[src/rtl/scan_sequencer.sv]
// Scan sequencer: generates the 3-bit select code for a 3-to-8 one-hot decoder,
// stepping at a prescaled rate in up, down or ping-pong order.
module scan_sequencer #(
  parameter int PRESCALE = 4,
  parameter int PW       = 16
) (
  input  logic       clk,
  input  logic       rst_n,
  input  logic       en,
  input  logic [1:0] mode,
  input  logic       load,
  input  logic [2:0] load_val,
  output logic [2:0] sel,
  output logic       dir,
  output logic       step,
  output logic       wrap
);

  typedef enum logic [1:0] {
    MODE_UP   = 2'b00,
    MODE_DOWN = 2'b01,
    MODE_PING = 2'b10,
    MODE_HOLD = 2'b11
  } mode_t;

  localparam logic [PW-1:0] PC_LAST = PW'(PRESCALE - 1);

  mode_t         mode_e;
  logic [PW-1:0] pc;
  logic          tick;
  logic [2:0]    sel_nx;
  logic          dir_nx;
  logic          wrap_nx;

  assign mode_e = mode_t'(mode);

  // Next select/direction if this edge turns out to be a tick.
  always_comb begin
    tick    = en && (mode_e != MODE_HOLD) && (pc == PC_LAST);
    sel_nx  = sel;
    dir_nx  = dir;
    wrap_nx = 1'b0;
    case (mode_e)
      MODE_UP: begin
        sel_nx  = sel + 3'd1;
        dir_nx  = 1'b1;
        wrap_nx = (sel == 3'd7);
      end
      MODE_DOWN: begin
        sel_nx  = sel - 3'd1;
        dir_nx  = 1'b0;
        wrap_nx = (sel == 3'd0);
      end
      MODE_PING: begin
        if (sel == 3'd7) begin
          sel_nx = 3'd6;
          dir_nx = 1'b0;
        end else if (sel == 3'd0) begin
          sel_nx = 3'd1;
          dir_nx = 1'b1;
        end else if (dir) begin
          sel_nx = sel + 3'd1;
        end else begin
          sel_nx = sel - 3'd1;
        end
        wrap_nx = (sel == 3'd1) && !dir;
      end
      default: begin
      end
    endcase
  end

  always_ff @(posedge clk) begin
    if (!rst_n) begin
      sel  <= 3'd0;
      dir  <= 1'b1;
      step <= 1'b0;
      wrap <= 1'b0;
      pc   <= '0;
    end else if (load) begin
      sel  <= load_val;
      dir  <= 1'b1;
      step <= 1'b0;
      wrap <= 1'b0;
      pc   <= '0;
    end else if (!en) begin
      step <= 1'b0;
      wrap <= 1'b0;
    end else if (mode_e == MODE_HOLD) begin
      pc   <= '0;
      step <= 1'b0;
      wrap <= 1'b0;
    end else if (tick) begin
      pc   <= '0;
      sel  <= sel_nx;
      dir  <= dir_nx;
      step <= 1'b1;
      wrap <= wrap_nx;
    end else begin
      pc   <= pc + PW'(1);
      step <= 1'b0;
      wrap <= 1'b0;
    end
  end

endmodule

[config.mk]
export PLATFORM = sky130hd
export DESIGN_NAME = scan_sequencer
export DESIGN_NICKNAME = d
export VERILOG_FILES = /design/src/rtl/scan_sequencer.sv
export SDC_FILE = /design/constraint.sdc
export NUM_CORES = 1
export LEC_CHECK = 0
export ABC_AREA = 1
export CAP_MARGIN = 20
export CELL_PAD_IN_SITES_DETAIL_PLACEMENT = 0
export CELL_PAD_IN_SITES_GLOBAL_PLACEMENT = 2
export CORE_AREA = 2 2 74 76
export CTS_BUF_LIST = sky130_fd_sc_hd__clkbuf_4 sky130_fd_sc_hd__clkbuf_8
export DETAILED_ROUTE_END_ITERATION = 8
export DIE_AREA = 0 0 76 78
export GPL_TIMING_DRIVEN = 0
export HOLD_SLACK_MARGIN = 0.02
export PLACE_DENSITY_LB_ADDON = 0.1
export SETUP_SLACK_MARGIN = 0.4
export SYNTH_ARGS = -nofsm -noshare
export SYNTH_HDL_FRONTEND = slang
export SYNTH_SLANG_ARGS = --single-unit
[constraint.sdc]
create_clock -name clk -period 1.7 [get_ports clk]
set_clock_uncertainty 0.2 [all_clocks]
set_input_delay 0.34 -clock clk [delete_from_list [all_inputs] [get_ports clk]]
set_output_delay 0.34 -clock clk [all_outputs]
set_load 0.1 [all_outputs]
Yosys cells after proc, flatten, opt, wreduce, memory -nomap -nowiden --
Index checks and enable logic that the tools add are counted.
Word-level totals: word-level logic and storage cells 51, memory bits (read-only) 0, bits in latches 0, RAM bits 0, output and inout bits 6, bits of input ports 9, register bits after elaboration 22, memories 0
Operators by class: divide/modulo/power cells 0, $mul 0, shifts and indexed selects 0, $add $sub $neg 3, multiplexer cells 15, equality and inequality tests 9, $lt $le $gt $ge 0, reductions and logical operators 15, bitwise operators 4
Operators with widths (count):
- $mux 16 | 2
- $mux 3 | 7
- $add 16x1->16 const B | 1
- $eq 16x2->1 const B | 1
- $pmux 3 s3 | 1
- $pmux 1 s3 | 2
- $reduce_and 5->1 | 1
- $reduce_or 5->1 | 1
- $eq 2x2->1 const B | 2
- $ne 2x2->1 const B | 2
- $not 1->1 | 4
- $reduce_and 4->1 | 1
- $reduce_bool 2->1 | 2
- $reduce_bool 4->1 | 1
- $reduce_or 4->1 | 1
- $add 3x1->3 const B | 1
- $eq 3x1->1 const B | 1
- $eq 3x3->1 const B | 1
- $logic_and 1x1->1 | 3
- $logic_not 3->1 | 1
- $mux 1 | 3
- $ne 3x3->1 const B | 1
- $reduce_bool 3->1 | 1
- $sub 3x1->3 const B | 1
- other kinds (4) | 4

Depth between registers and ports, before layout --
word-level depth 9, depth in mapped cells 12, mapped depth without buffers 12

Least setup slack after synthesis --
OpenSTA, ideal clock, no wires.
path kind register to register, start point reg sel[0], end point reg sel[1], slack -0.658 ns, arrival time 2.040 ns, data required time 1.382 ns, buffers on the path 0, library setup time 0.118 ns, cell stages (with the launch flop) 11, clock period less this slack 2.358 ns, path through dfxtp_1 > inv_1 > ha_1 > inv_1 > nand2_1 > nand3_1 > nand2_1 > nand2_1 > a21oi_1 > nor2_1 > nor2_1
Between the ends: word-level cells in the longest chain between the ends 9, elaborated cells on any way between the ends 12, classes of those cells add/sub: 2; eq/ne: 1; mux: 8; reduce/logical: 1
Ends and longest elaborated chain:
- start: declaration | RTL line 13 | output logic [2:0] sel,
- start signal: assignment | RTL line 81 | sel <= load_val;
- start signal: assignment | RTL line 95 | sel <= sel_nx;
- $sub 3x1->3 / $add 3x1->3 (equally long branches)
- $mux 3 | RTL line 61 | end else if (dir) begin
- $mux 3 | RTL line 58 | end else if (sel == 3'd0) begin
- $mux 3 | RTL line 55 | if (sel == 3'd7) begin
- $pmux 3 s3 * | RTL line 43 | case (mode_e)
- $mux 3 * | RTL line 93 | end else if (tick) begin
- $mux 3 * | RTL line 89 | end else if (mode_e == MODE_HOLD) begin
- $mux 3 * | RTL line 86 | end else if (!en) begin
- $mux 3 * | RTL line 80 | end else if (load) begin
Mark *: on every way between the ends. The rest lies on a longest branch, timed or not. The select of a mux whose other input is x is not followed. A chain may end at the register's enable or synchronous reset.

Worst setup path after layout --
start point reg sel[0], end point reg sel[2]
The elaborated chain is that of the path after synthesis.

==> flow_summary_export.csv <==
group,metric,value,unit
outcome,outcome,"finished clean",
pwr,pwr_density_cell,499,mW/mm^2
drt,drt_iter0_drc,47,
drt,post-route-drc-count,0,
worst_hold_path,holdPathEnd,"sel[2]",
yosys,synthCells,245,
yosys,yosys.area.top_type,"dfxtp_1",
timing,finalSetupViolCount,0,
timing,grt_setup_unrepaired,"yes",
clocking,clkTransAtPathRegs,0.08,ns
timing,slew_violations,0,
timing,tightest_slew,0.543,ns
global_route,grt_pass1_vias,1658,
worst_setup_path,cp_max_fo,4,
clocking,ctsHoldBuffers,0,
timing,maxSlewHeadroom,0.638,
pwr,seqPwrFrac,0.374,
worst_setup_path,endpoint_kind,"register",
global_route,grt-ovfl-total,0,
timing,fin_ws,0.0828,ns
clocking,cts_buffers,3,
yosys,synth_flop_cell,"dfxtp_1",
yosys,ys_seq_elements,22,
yosys,synth_edf_count,0,
flow_run,cap_violations,0,
global_route,antenna_found_initial,0,
clocking,root_buffer,"clkbuf_8",
floorplan,initial_core_util,0.318,
drt,wl_per_cell,13.2,um
global_route,grt_start_max_net_pins,14,
yosys,synth-async-reset-ratio,0,
cells_and_area,antennaDiodeCount,0,
yosys,synth_nets,264,
pwr,swShare,0.296,
floorplan,rows,26,
place,port_buffers,14,
worst_hold_path,min_from,"rst_n",
worst_setup_path,r2r_end,"sel[2]",
worst_setup_path,arrival,1.61,ns
pwr,power.internal,972,uW
clocking,clock_latency,0.27,ns
pwr,power_frac_comb,0.257,
global_route,grt_pass1_wl,8.18,mm
yosys,avgSynthCellArea,6.55,um^2
pwr,vdd_drop_max,0.000377,V
drt,vias,1725,
worst_setup_path,regToRegStartpoint,"sel[0]",
worst_setup_path,r2r_cells,12,
drt,via_per_inst,4.67,
timing,fin_crit,1.62,ns
yosys,yosysMostFrequentCell,"nand2_1",
floorplan,fp.dieH,78,um
floorplan,die_area,0.00593,mm^2
cells_and_area,nNetsFinal,319,
yosys,syn-cell-area,0.00161,mm^2
drt,routed_wl,4.89,mm
pwr,finalPower,1380,uW
cells_and_area,fillers,485,
global_route,grt_use_met1,0.257,
global_route,top_usage_layer,"met2",
yosys,synthTopCellsByCount,"nand2_1, inv_1, dfxtp_1",
timing,fin_hold_ws,0.279,ns
cells_and_area,drive_gt1_frac,0.552,
drt,dr.pass1.iters,4,
worst_setup_path,startpoint_type,"register",
yosys,yosys-top-cells-area,"dfxtp_1, nand2_1, ha_1",
floorplan,die_w,76,um
pwr,switchingPower,408,uW
worst_setup_path,r2r_slack,0.08,ns
place,dp_hpwl,3.23,mm
clocking,clock-sinks,22,
yosys,ys_seq_area_frac,0.274,
pwr,clkPwrFrac,0.368,
floorplan,io_pins,15,
clocking,clock_path_buffers,2,
worst_setup_path,critPathKind,"reg2reg",
timing,fmax,618,MHz
clocking,cts_tree,"done",
place,dp_slack,-0.731,ns
timing,fin_crit_sh,0.951,
worst_setup_path,critPathRequiredTime,1.69,ns
place,dp_cells,329,
global_route,grtUsageMet3,0.0233,
drt,ant_nets,0,
yosys,synth_top_area_share,0.274,
yosys,synthDistinctLibCells,26,
global_route,gr-usage-all-layers,0.171,
global_route,grt.met2_usage,0.262,
timing,hold_viol,0,
worst_hold_path,hold_depth,3,
cells_and_area,stdcell_count,369,
pwr,p_leak,0.00107,uW
worst_hold_path,hp-class,"in2reg",
cells_and_area,syn_to_final_growth,72.3,%
place,gp_congestion,0.811,
floorplan,coreArea,0.00504,mm^2
clocking,cts_htree_levels,1,
yosys,synth_warnings,0,
-- final cells by class --
cell class / instances / area (um^2) / area share
buffer: 3 / 30.0 / 0.0109
clock buffer: 3 / 41.3 / 0.0149
clock inverter: 1 / 30.0 / 0.0109
inverter: 35 / 144 / 0.0520
multi-input combinational: 185 / 1400 / 0.505
sequential: 22 / 499 / 0.181
tap: 70 / 87.6 / 0.0317
timing repair buffer: 50 / 536 / 0.194
-- sequential cells by signal, indices dropped and copies added, names as in the netlist --
signal,cells
wrap,1
dir,1
pc,16
step,1
sel,3
-- placed cells by master (no fill, tap or decap), types with 6 or more instances in the layout --
cell type / n
nor2_1: 7
a21oi_2: 16
buf_6: 16
nand3_1: 7
ha_4: 6
nand3_4: 7
nand2_2: 11
nand2_1: 57
inv_2: 10
nand2_4: 8
a21oi_1: 10
inv_1: 20
nand4_1: 6
buf_12: 6
nand3_2: 10
buf_4: 20
nor2_4: 14
o21ai_0: 6
dfxtp_4: 14
-- critical path, cell delays in order (launching register included) --
cell,delay [ns]
dfxtp_4,0.37
ha_4,0.16
ha_4,0.25
inv_2,0.03
nand2_2,0.05
nand2_2,0.05
inv_2,0.04
nand2_1,0.04
nand2_1,0.05
nand2_1,0.05
nand2_2,0.08
nand2_2,0.05
a21oi_1,0.12
-- kinds of logic after synthesis --
kind of cell | count (synthesis) | share of synthesized area
and+or+nand+nor | 133 | 0.393
AOI/OAI and AO/OA | 42 | 0.161
buffers and inverters | 38 | 0.0943
DFF | 22 | 0.274
adders and majority gates | 10 | 0.0779
-- power by group through the flow --
stage	combinational (uW)	clock (uW)	sequential, uW
global placement	244	0	546
detailed placement	241	0	546
CTS	299	523	524
floorplan	126	0	585
finish	355	508	517
global route	384	540	519
-- worst max-delay path by stage --
| stage | from | end | slack [ns] | depth (start not counted) |
|---|---|---|---|---|
| after floorplan | sel[0] | sel[1] | 0.01 | 10 |
| after global placement | mode[0] | sel[1] | -0.77 | 10 |
| after detailed placement | mode[0] | sel[1] | -0.73 | 10 |
| after CTS | sel[0] | sel[2] | 0.06 | 12 |
| after global routing | sel[0] | sel[2] | -0.03 | 12 |
| final | sel[0] | sel[2] | 0.08 | 12 |
-- per-layer routing --
layer / vias to the layer above / wire (um)
met2: 22 / 2140
met1: 786 / 2580
li1: 913 / -
met3: 4 / 120
met4: 0 / 39
met5: - / 0
-- what timing repair did --
item / in CTS / in global routing
gates cloned: 1 / 0
setup buffers: 24 / 11
pin swaps: 29 / 24
setup endpoints to repair: 28 / 28
gates resized for setup: 128 / 63
-- through the flow --
stage | TNS [ns] | util | area, um^2
floorplan | 0 | - | 1720
global placement | -12.84 | 0.386 | 1950
detailed placement | -12.61 | 0.386 | 1950
CTS | 0 | 0.489 | 2460
global route | -0.0283 | 0.548 | 2770
finish | 0 | 0.548 | 2770
Power figures use the tool's default switching activity.
